## src/rtl/bus_cycle_sequencer_if.sv

```systemverilog
// Bus bundle for bus_cycle_sequencer.
//   CPU side    : cpu_addr, cpu_rw, cpu_sync, cpu_dout (to sequencer), cpu_clk, cpu_din (from sequencer)
//   Memory side : mem_ready, pin_din (to sequencer), pin_out, pin_dout, pin_oe, phase (from sequencer)
//   Status      : cycle_done, bus_err (from sequencer)
// modport slave is the sequencer's view; modport master is the environment driving it.
interface bus_cycle_sequencer_if;
  logic [15:0] cpu_addr;
  logic        cpu_rw;
  logic        cpu_sync;
  logic [7:0]  cpu_dout;
  logic        mem_ready;
  logic [7:0]  pin_din;
  logic [7:0]  pin_out;
  logic [7:0]  pin_dout;
  logic [7:0]  pin_oe;
  logic [2:0]  phase;
  logic        cpu_clk;
  logic [7:0]  cpu_din;
  logic        cycle_done;
  logic        bus_err;

  modport slave (
    input  cpu_addr, cpu_rw, cpu_sync, cpu_dout, mem_ready, pin_din,
    output pin_out, pin_dout, pin_oe, phase, cpu_clk, cpu_din, cycle_done, bus_err
  );

  modport master (
    output cpu_addr, cpu_rw, cpu_sync, cpu_dout, mem_ready, pin_din,
    input  pin_out, pin_dout, pin_oe, phase, cpu_clk, cpu_din, cycle_done, bus_err
  );
endinterface

```

## src/rtl/bus_cycle_sequencer.sv

```systemverilog
// bus_cycle_sequencer: turns one CPU bus cycle into a five-phase multiplexed
// external bus cycle (address low, address high, control, data) and produces
// the CPU clock.
//
// Ports:
//   clk   - system clock, all state changes on rising edge
//   rst_n - synchronous active-low reset
//   bus   - bus_cycle_sequencer_if.slave (CPU inputs, pin/memory signals,
//           cpu_clk, cpu_din, cycle_done, bus_err, phase)
//
// Build option: define BUS_SEQ_WAIT_EN to enable memory wait states with a
// 15-count timeout (sticky bus_err). Without it S_DATA is always one clk and
// bus_err reads 0.
//
// state  | meaning
// S_CLK  | cpu_clk high; CPU inputs captured on exit
// S_ALO  | address low byte on pin_out
// S_AHI  | address high byte on pin_out
// S_CTL  | {sync, rw} on pin_out
// S_DATA | data transfer; write data driven, read data latched on exit
module bus_cycle_sequencer (
  input  logic                  clk,
  input  logic                  rst_n,
  bus_cycle_sequencer_if.slave  bus
);

  typedef enum logic [2:0] {
    S_CLK  = 3'd0,
    S_ALO  = 3'd1,
    S_AHI  = 3'd2,
    S_CTL  = 3'd3,
    S_DATA = 3'd4
  } state_t;

  state_t      state_q, state_d;
  // Low for the first clk after reset so that clk shows S_CLK with cpu_clk high.
  logic        run_q, run_d;

  logic [15:0] addr_q, addr_d;
  logic        rw_q, rw_d;
  logic        sync_q, sync_d;
  logic [7:0]  dout_q, dout_d;

  logic        cpu_clk_q, cpu_clk_d;
  logic [7:0]  pin_out_q, pin_out_d;
  logic [7:0]  pin_dout_q, pin_dout_d;
  logic [7:0]  pin_oe_q, pin_oe_d;
  logic [7:0]  cpu_din_q, cpu_din_d;
  logic        cycle_done_q, cycle_done_d;
  logic        data_exit;

`ifdef BUS_SEQ_WAIT_EN
  logic [3:0]  wait_cnt_q, wait_cnt_d;
  logic        bus_err_q, bus_err_d;
`endif

  always_comb begin
    state_d   = state_q;
    run_d     = 1'b1;
    addr_d    = addr_q;
    rw_d      = rw_q;
    sync_d    = sync_q;
    dout_d    = dout_q;
    cpu_din_d = cpu_din_q;
    data_exit = 1'b0;
`ifdef BUS_SEQ_WAIT_EN
    wait_cnt_d = 4'd0;
    bus_err_d  = bus_err_q;
`endif

    case (state_q)
      S_CLK: begin
        if (run_q) begin
          state_d = S_ALO;
          addr_d  = bus.cpu_addr;
          rw_d    = bus.cpu_rw;
          sync_d  = bus.cpu_sync;
          dout_d  = bus.cpu_dout;
        end
      end
      S_ALO:  state_d = S_AHI;
      S_AHI:  state_d = S_CTL;
      S_CTL:  state_d = S_DATA;
      S_DATA: begin
`ifdef BUS_SEQ_WAIT_EN
        // Counter is zero on entry because it clears whenever not counting.
        if (bus.mem_ready) begin
          data_exit = 1'b1;
        end else if (wait_cnt_q == 4'd15) begin
          data_exit = 1'b1;
          bus_err_d = 1'b1;
        end else begin
          wait_cnt_d = wait_cnt_q + 4'd1;
        end
`else
        data_exit = 1'b1;
`endif
      end
      default: state_d = S_CLK;
    endcase

    if (data_exit) begin
      state_d = S_CLK;
      if (rw_q) begin
        cpu_din_d = bus.pin_din;
      end
    end

    // Outputs are registered from the next state and next snapshot, so the
    // pins never see a combinational path from the cpu_* inputs.
    cycle_done_d = data_exit;
    cpu_clk_d    = (state_d == S_CLK);
    case (state_d)
      S_ALO:   pin_out_d = addr_d[7:0];
      S_AHI:   pin_out_d = addr_d[15:8];
      S_CTL:   pin_out_d = {6'b0, sync_d, rw_d};
      default: pin_out_d = 8'h00;
    endcase
    if ((state_d == S_DATA) && !rw_d) begin
      pin_oe_d   = 8'hFF;
      pin_dout_d = dout_d;
    end else begin
      pin_oe_d   = 8'h00;
      pin_dout_d = 8'h00;
    end
  end

  always_ff @(posedge clk) begin
    if (!rst_n) begin
      state_q      <= S_CLK;
      run_q        <= 1'b0;
      addr_q       <= 16'h0000;
      rw_q         <= 1'b0;
      sync_q       <= 1'b0;
      dout_q       <= 8'h00;
      cpu_clk_q    <= 1'b0;
      pin_out_q    <= 8'h00;
      pin_dout_q   <= 8'h00;
      pin_oe_q     <= 8'h00;
      cpu_din_q    <= 8'h00;
      cycle_done_q <= 1'b0;
`ifdef BUS_SEQ_WAIT_EN
      wait_cnt_q   <= 4'd0;
      bus_err_q    <= 1'b0;
`endif
    end else begin
      state_q      <= state_d;
      run_q        <= run_d;
      addr_q       <= addr_d;
      rw_q         <= rw_d;
      sync_q       <= sync_d;
      dout_q       <= dout_d;
      cpu_clk_q    <= cpu_clk_d;
      pin_out_q    <= pin_out_d;
      pin_dout_q   <= pin_dout_d;
      pin_oe_q     <= pin_oe_d;
      cpu_din_q    <= cpu_din_d;
      cycle_done_q <= cycle_done_d;
`ifdef BUS_SEQ_WAIT_EN
      wait_cnt_q   <= wait_cnt_d;
      bus_err_q    <= bus_err_d;
`endif
    end
  end

  assign bus.phase      = state_q;
  assign bus.cpu_clk    = cpu_clk_q;
  assign bus.pin_out    = pin_out_q;
  assign bus.pin_dout   = pin_dout_q;
  assign bus.pin_oe     = pin_oe_q;
  assign bus.cpu_din    = cpu_din_q;
  assign bus.cycle_done = cycle_done_q;
`ifdef BUS_SEQ_WAIT_EN
  assign bus.bus_err    = bus_err_q;
`else
  assign bus.bus_err    = 1'b0;
`endif

endmodule

```

## src/flat_wrapper.sv

```systemverilog
// flat-port wrapper written by rule: the top's interface ports become plain ports
module bus_cycle_sequencer_flat 
  (clk, rst_n, bus_cpu_addr, bus_cpu_rw, bus_cpu_sync, bus_cpu_dout, bus_mem_ready, bus_pin_din, bus_pin_out, bus_pin_dout, bus_pin_oe, bus_phase, bus_cpu_clk, bus_cpu_din, bus_cycle_done, bus_bus_err);
  bus_cycle_sequencer_if bus_i ();
  input  logic clk;
  input  logic rst_n;
  input wire logic [$bits(bus_i.cpu_addr)-1:0] bus_cpu_addr;
  input wire logic [$bits(bus_i.cpu_rw)-1:0] bus_cpu_rw;
  input wire logic [$bits(bus_i.cpu_sync)-1:0] bus_cpu_sync;
  input wire logic [$bits(bus_i.cpu_dout)-1:0] bus_cpu_dout;
  input wire logic [$bits(bus_i.mem_ready)-1:0] bus_mem_ready;
  input wire logic [$bits(bus_i.pin_din)-1:0] bus_pin_din;
  output wire logic [$bits(bus_i.pin_out)-1:0] bus_pin_out;
  output wire logic [$bits(bus_i.pin_dout)-1:0] bus_pin_dout;
  output wire logic [$bits(bus_i.pin_oe)-1:0] bus_pin_oe;
  output wire logic [$bits(bus_i.phase)-1:0] bus_phase;
  output wire logic [$bits(bus_i.cpu_clk)-1:0] bus_cpu_clk;
  output wire logic [$bits(bus_i.cpu_din)-1:0] bus_cpu_din;
  output wire logic [$bits(bus_i.cycle_done)-1:0] bus_cycle_done;
  output wire logic [$bits(bus_i.bus_err)-1:0] bus_bus_err;
  assign bus_i.cpu_addr = bus_cpu_addr;
  assign bus_i.cpu_rw = bus_cpu_rw;
  assign bus_i.cpu_sync = bus_cpu_sync;
  assign bus_i.cpu_dout = bus_cpu_dout;
  assign bus_i.mem_ready = bus_mem_ready;
  assign bus_i.pin_din = bus_pin_din;
  assign bus_pin_out = bus_i.pin_out;
  assign bus_pin_dout = bus_i.pin_dout;
  assign bus_pin_oe = bus_i.pin_oe;
  assign bus_phase = bus_i.phase;
  assign bus_cpu_clk = bus_i.cpu_clk;
  assign bus_cpu_din = bus_i.cpu_din;
  assign bus_cycle_done = bus_i.cycle_done;
  assign bus_bus_err = bus_i.bus_err;
  bus_cycle_sequencer u_core (.clk(clk), .rst_n(rst_n), .bus(bus_i));
endmodule
```

## config.mk

```make
export PLATFORM = sky130hd
export DESIGN_NAME = bus_cycle_sequencer_flat
export DESIGN_NICKNAME = d
export VERILOG_FILES = /design/src/rtl/bus_cycle_sequencer_if.sv /design/src/rtl/bus_cycle_sequencer.sv /design/src/flat_wrapper.sv
export SDC_FILE = /design/constraint.sdc
export NUM_CORES = 1
export LEC_CHECK = 0
export CORE_ASPECT_RATIO = 1.5
export CORE_MARGIN = 5
export CORE_UTILIZATION = 42
export DETAILED_ROUTE_END_ITERATION = 10
export PLACE_DENSITY = 0.87
export SLEW_MARGIN = 10
export SYNTH_ARGS = -nofsm -noshare
export SYNTH_HDL_FRONTEND = slang
export SYNTH_SLANG_ARGS = --single-unit
```

## constraint.sdc

```tcl
create_clock -name clk -period 1.8 [get_ports clk]
set_input_delay 0.45 -clock clk [delete_from_list [all_inputs] [get_ports clk]]
set_output_delay 0.45 -clock clk [all_outputs]
set_load 0.02 [all_outputs]
```

==> results.md <==
- Die X: between 60 and 70 microns
- Critical Path Max Stage Delay: around 620 ps
- Die area: approximately 0.006 sq mm
- Post-detail-place hpwl: between 3 and 4 mm
- CP required: between 1000 and 1500 ps
- Post-DRT Antenna Nets: 0
- Top cells by area, synth: dfxtp_1, nand2_1, a21boi_1
- Root Buffer: clkbuf_8
- Drt wl/cell: approximately 14 microns
- Worst path top cell family by delay: buffers and inverters
- Share of layout cells above drive strength 1: between 7 and 8%
- Area of the mapped netlist: 0.00190 sq mm
- Max Cap Violations: 0
- Crit path max fanout: 2
- Clock network power share: between 20% and 30%
- Post-route insts no fill: 327
- Post-Syn Nets: 251
- Share of power burned in combinational logic: 15.4%
- Total power: between 2 and 2.5 mW
- Met2 routed WL: ~2.3 mm
- Final Wtd Congestion: approximately 0.81
- Final Hold Fails: 0
- Clk sinks: 49
- Layout fillers: between 300 and 400
- Power Internal: ~1.6 mW
- Worst Hold Class: reg2reg
- Switching power: roughly 0.53 mW
- Setup TNS: 0 ps
- Sw Share: 25.2%
- DRC: 0
- Die Ht: 92.5 microns
- Vias: 1,640
- YS warnings: 0
- Seq pwr share: 55.3%
- Max frequency: 0.580 GHz
- CP startpoint: u_core.bus.cpu_din[6]
- Final setup margin: between 70 and 80 ps
- DRT met1 WL: ~1.8 mm
- Min Tclk post-route: around 1700 ps
- CP Cell Sequence: clkdlybuf4s50_1
- Syn Inst Count: roughly 210
- TritonCTS clock tree: built
- Area of the multi-input gates: around 760 sq um
- Final Util: 60.4%
- Clock skew: between 10 and 15 ps
- CTS Hold Bufs: 0
- Critical-path top delay cell: clkdlybuf4s50_1
- Pre-CTS setup slack: roughly 32 ps
- Syn Area/Cell: roughly 8.9 sq um
- Top sig layer: met4
- CTS Buffer Depth: 2
- Vias in the first global route: approximately 1,600
- Library cells used by synthesis: 25
- Layout net count: about 320
- Outcome: finished clean
- CP Launch Type: register
- Total track usage: between 10% and 20%
- PwrDens: slightly below 800 mW/mm^2
- Vias/cell: 5.02
- Layout area overhead: 41.8%
- Final period utilization: a little over nine tenths
- Grt ovf: 0
- Initial DRC Count: 42
- Core area: approximately 0.0045 sq mm
- Post-Route WL: approximately 4.5 mm
- Yosys top cell area share: 51.5%
- Reg area: a little under 0.001 sq mm
- Initial Utilization: 42.6%
- Synth Register Bits: roughly 50
- Initial antenna violation count: 0
- Routed met3 length: approximately 270 microns
- Leakage power: about 1.1 nW
- Worst path bufs/invs: 1
- Floorplan row count: 30
- Setup CP Type: reg2out
- N_diodes: 0
- Endpoints failing setup: 0
- TritonCTS buffer count: 5
- HP Start: u_core.dout_q[6]
- Fin. max-slew vios: 0
- Worst-skew pair later-pin latency: ~300 ps
- Critical Path AT: 1270 ps
- # placed instances: between 300 and 400
- RR Startpoint: u_core.bus.phase[0]
- RSZ-0062 raised after global routing: false
- Port bufs: a little over 70
- DRT Pass-1 Iters: 4
- Max VDD drop: 0.473 mV
- CTS clk-pin slew, worst paths: ~90 ps
- Cell taking the most area after synthesis: dfxtp_1
- Register area share after synthesis: roughly half
- Largest net degree at the start of global routing: 38
- I/O pin cnt: between 70 and 80
- CP Capture Type: output port
- Htree depth: 2
- First-pass GRT wire length: approximately 7.4 mm
kinds of logic (layout without fill, tap and decap cells):
logic type | after synthesis | after routing | synth area share [%]
buf+inv | 28 | 93 | 9.00
simple gates | 97 | 97 | 26.1
flops | 49 | 49 | 51.5
other cells | 1 | 1 | 0.197
compound gates | 39 | 39 | 13.1
repair_timing:
action,4_1_cts,5_1_grt
buffers inserted,0,0
endpoints found under the setup margin,10,0
gates resized for setup,10,0
metal layers:
metal	GRT usage (%)	vias up
li1	-	830
met1	17.9	744
met2	26.0	52
met3	5.22	14
met4	8.47	0
met5	0	-
cell usage in the layout, fill, tap and decap left out, types with 7 or more instances in the layout:
| master | count |
|---|---|
| and4_1 | 8 |
| a21oi_1 | 8 |
| dfxtp_1 | 49 |
| o21ai_0 | 9 |
| a21boi_1 | 12 |
| a21boi_0 | 7 |
| dlygate4sd2_1 | 10 |
| nor3b_1 | 9 |
| nand3_1 | 9 |
| clkdlybuf4s50_1 | 62 |
| nand2_1 | 60 |
| buf_4 | 11 |
layout make-up:
type	instances	share of cell area (%)
repair buffers	84	30.0
inverters	1	0.139
well taps	48	2.22
multi-input cells	137	28.1
clock inverters	3	0.649
flip-flops and latches	49	36.3
clock buffers	5	2.55
cells in the mapped netlist:
master,instances
nand2_1,60
dfxtp_1,49
a21boi_1,12
buf_4,10
clkbuf_1,9
nand3_1,9
nor3b_1,9
o21ai_0,9
a21oi_1,8
and4_1,8
a21boi_0,7
buf_2,5
buf_6,3
nor2b_1,3
a22oi_1,2
and3_1,2
conb_1,1
inv_1,1
nor2_1,1
nor3_1,1
nor4b_4,1
nor4bb_1,1
o21a_1,1
or3_1,1
or4b_1,1
stage by stage:
stage               instance area, sq um  hold slack (ps)
finish                              2700              453
global placement                    2630              437
detailed placement                  2630              443
CTS                                 2700              455
floorplan                           1900              430
global route                        2700              481
state kept, by name, indices dropped and copies added, names as in the netlist:
register               flops
u_core.addr_q              8
u_core.bus.cpu_din         8
u_core.bus.pin_dout        8
u_core.bus.pin_out         8
u_core.dout_q              8
u_core.bus.phase           3
u_core.bus.cpu_clk         1
u_core.bus.cycle_done      1
u_core.bus.pin_oe          1
u_core.run_q               1
u_core.rw_q                1
u_core.sync_q              1
path summary, 6_finish.rpt:
kind | depth (start not counted) | to | slack [ps]
setup / recovery | 1 | bus_cpu_din[6] | 80
hold / removal | 2 | u_core.dout_q[6] | 450
setup reg to reg | 5 | u_core.bus.pin_oe[6] | 260
hold reg to reg | 2 | u_core.dout_q[6] | 450
power groups by stage:
stage                     Combinational [mW]  Sequential [mW]  Clock (mW)
final                                  0.322             1.16       0.614
after global routing                   0.353             1.17       0.684
after CTS                              0.323             1.16       0.633
after detailed placement               0.324             1.18           0
after global placement                 0.318             1.18           0
after floorplan                        0.168             1.19           0
Power figures use the tool's default switching activity.
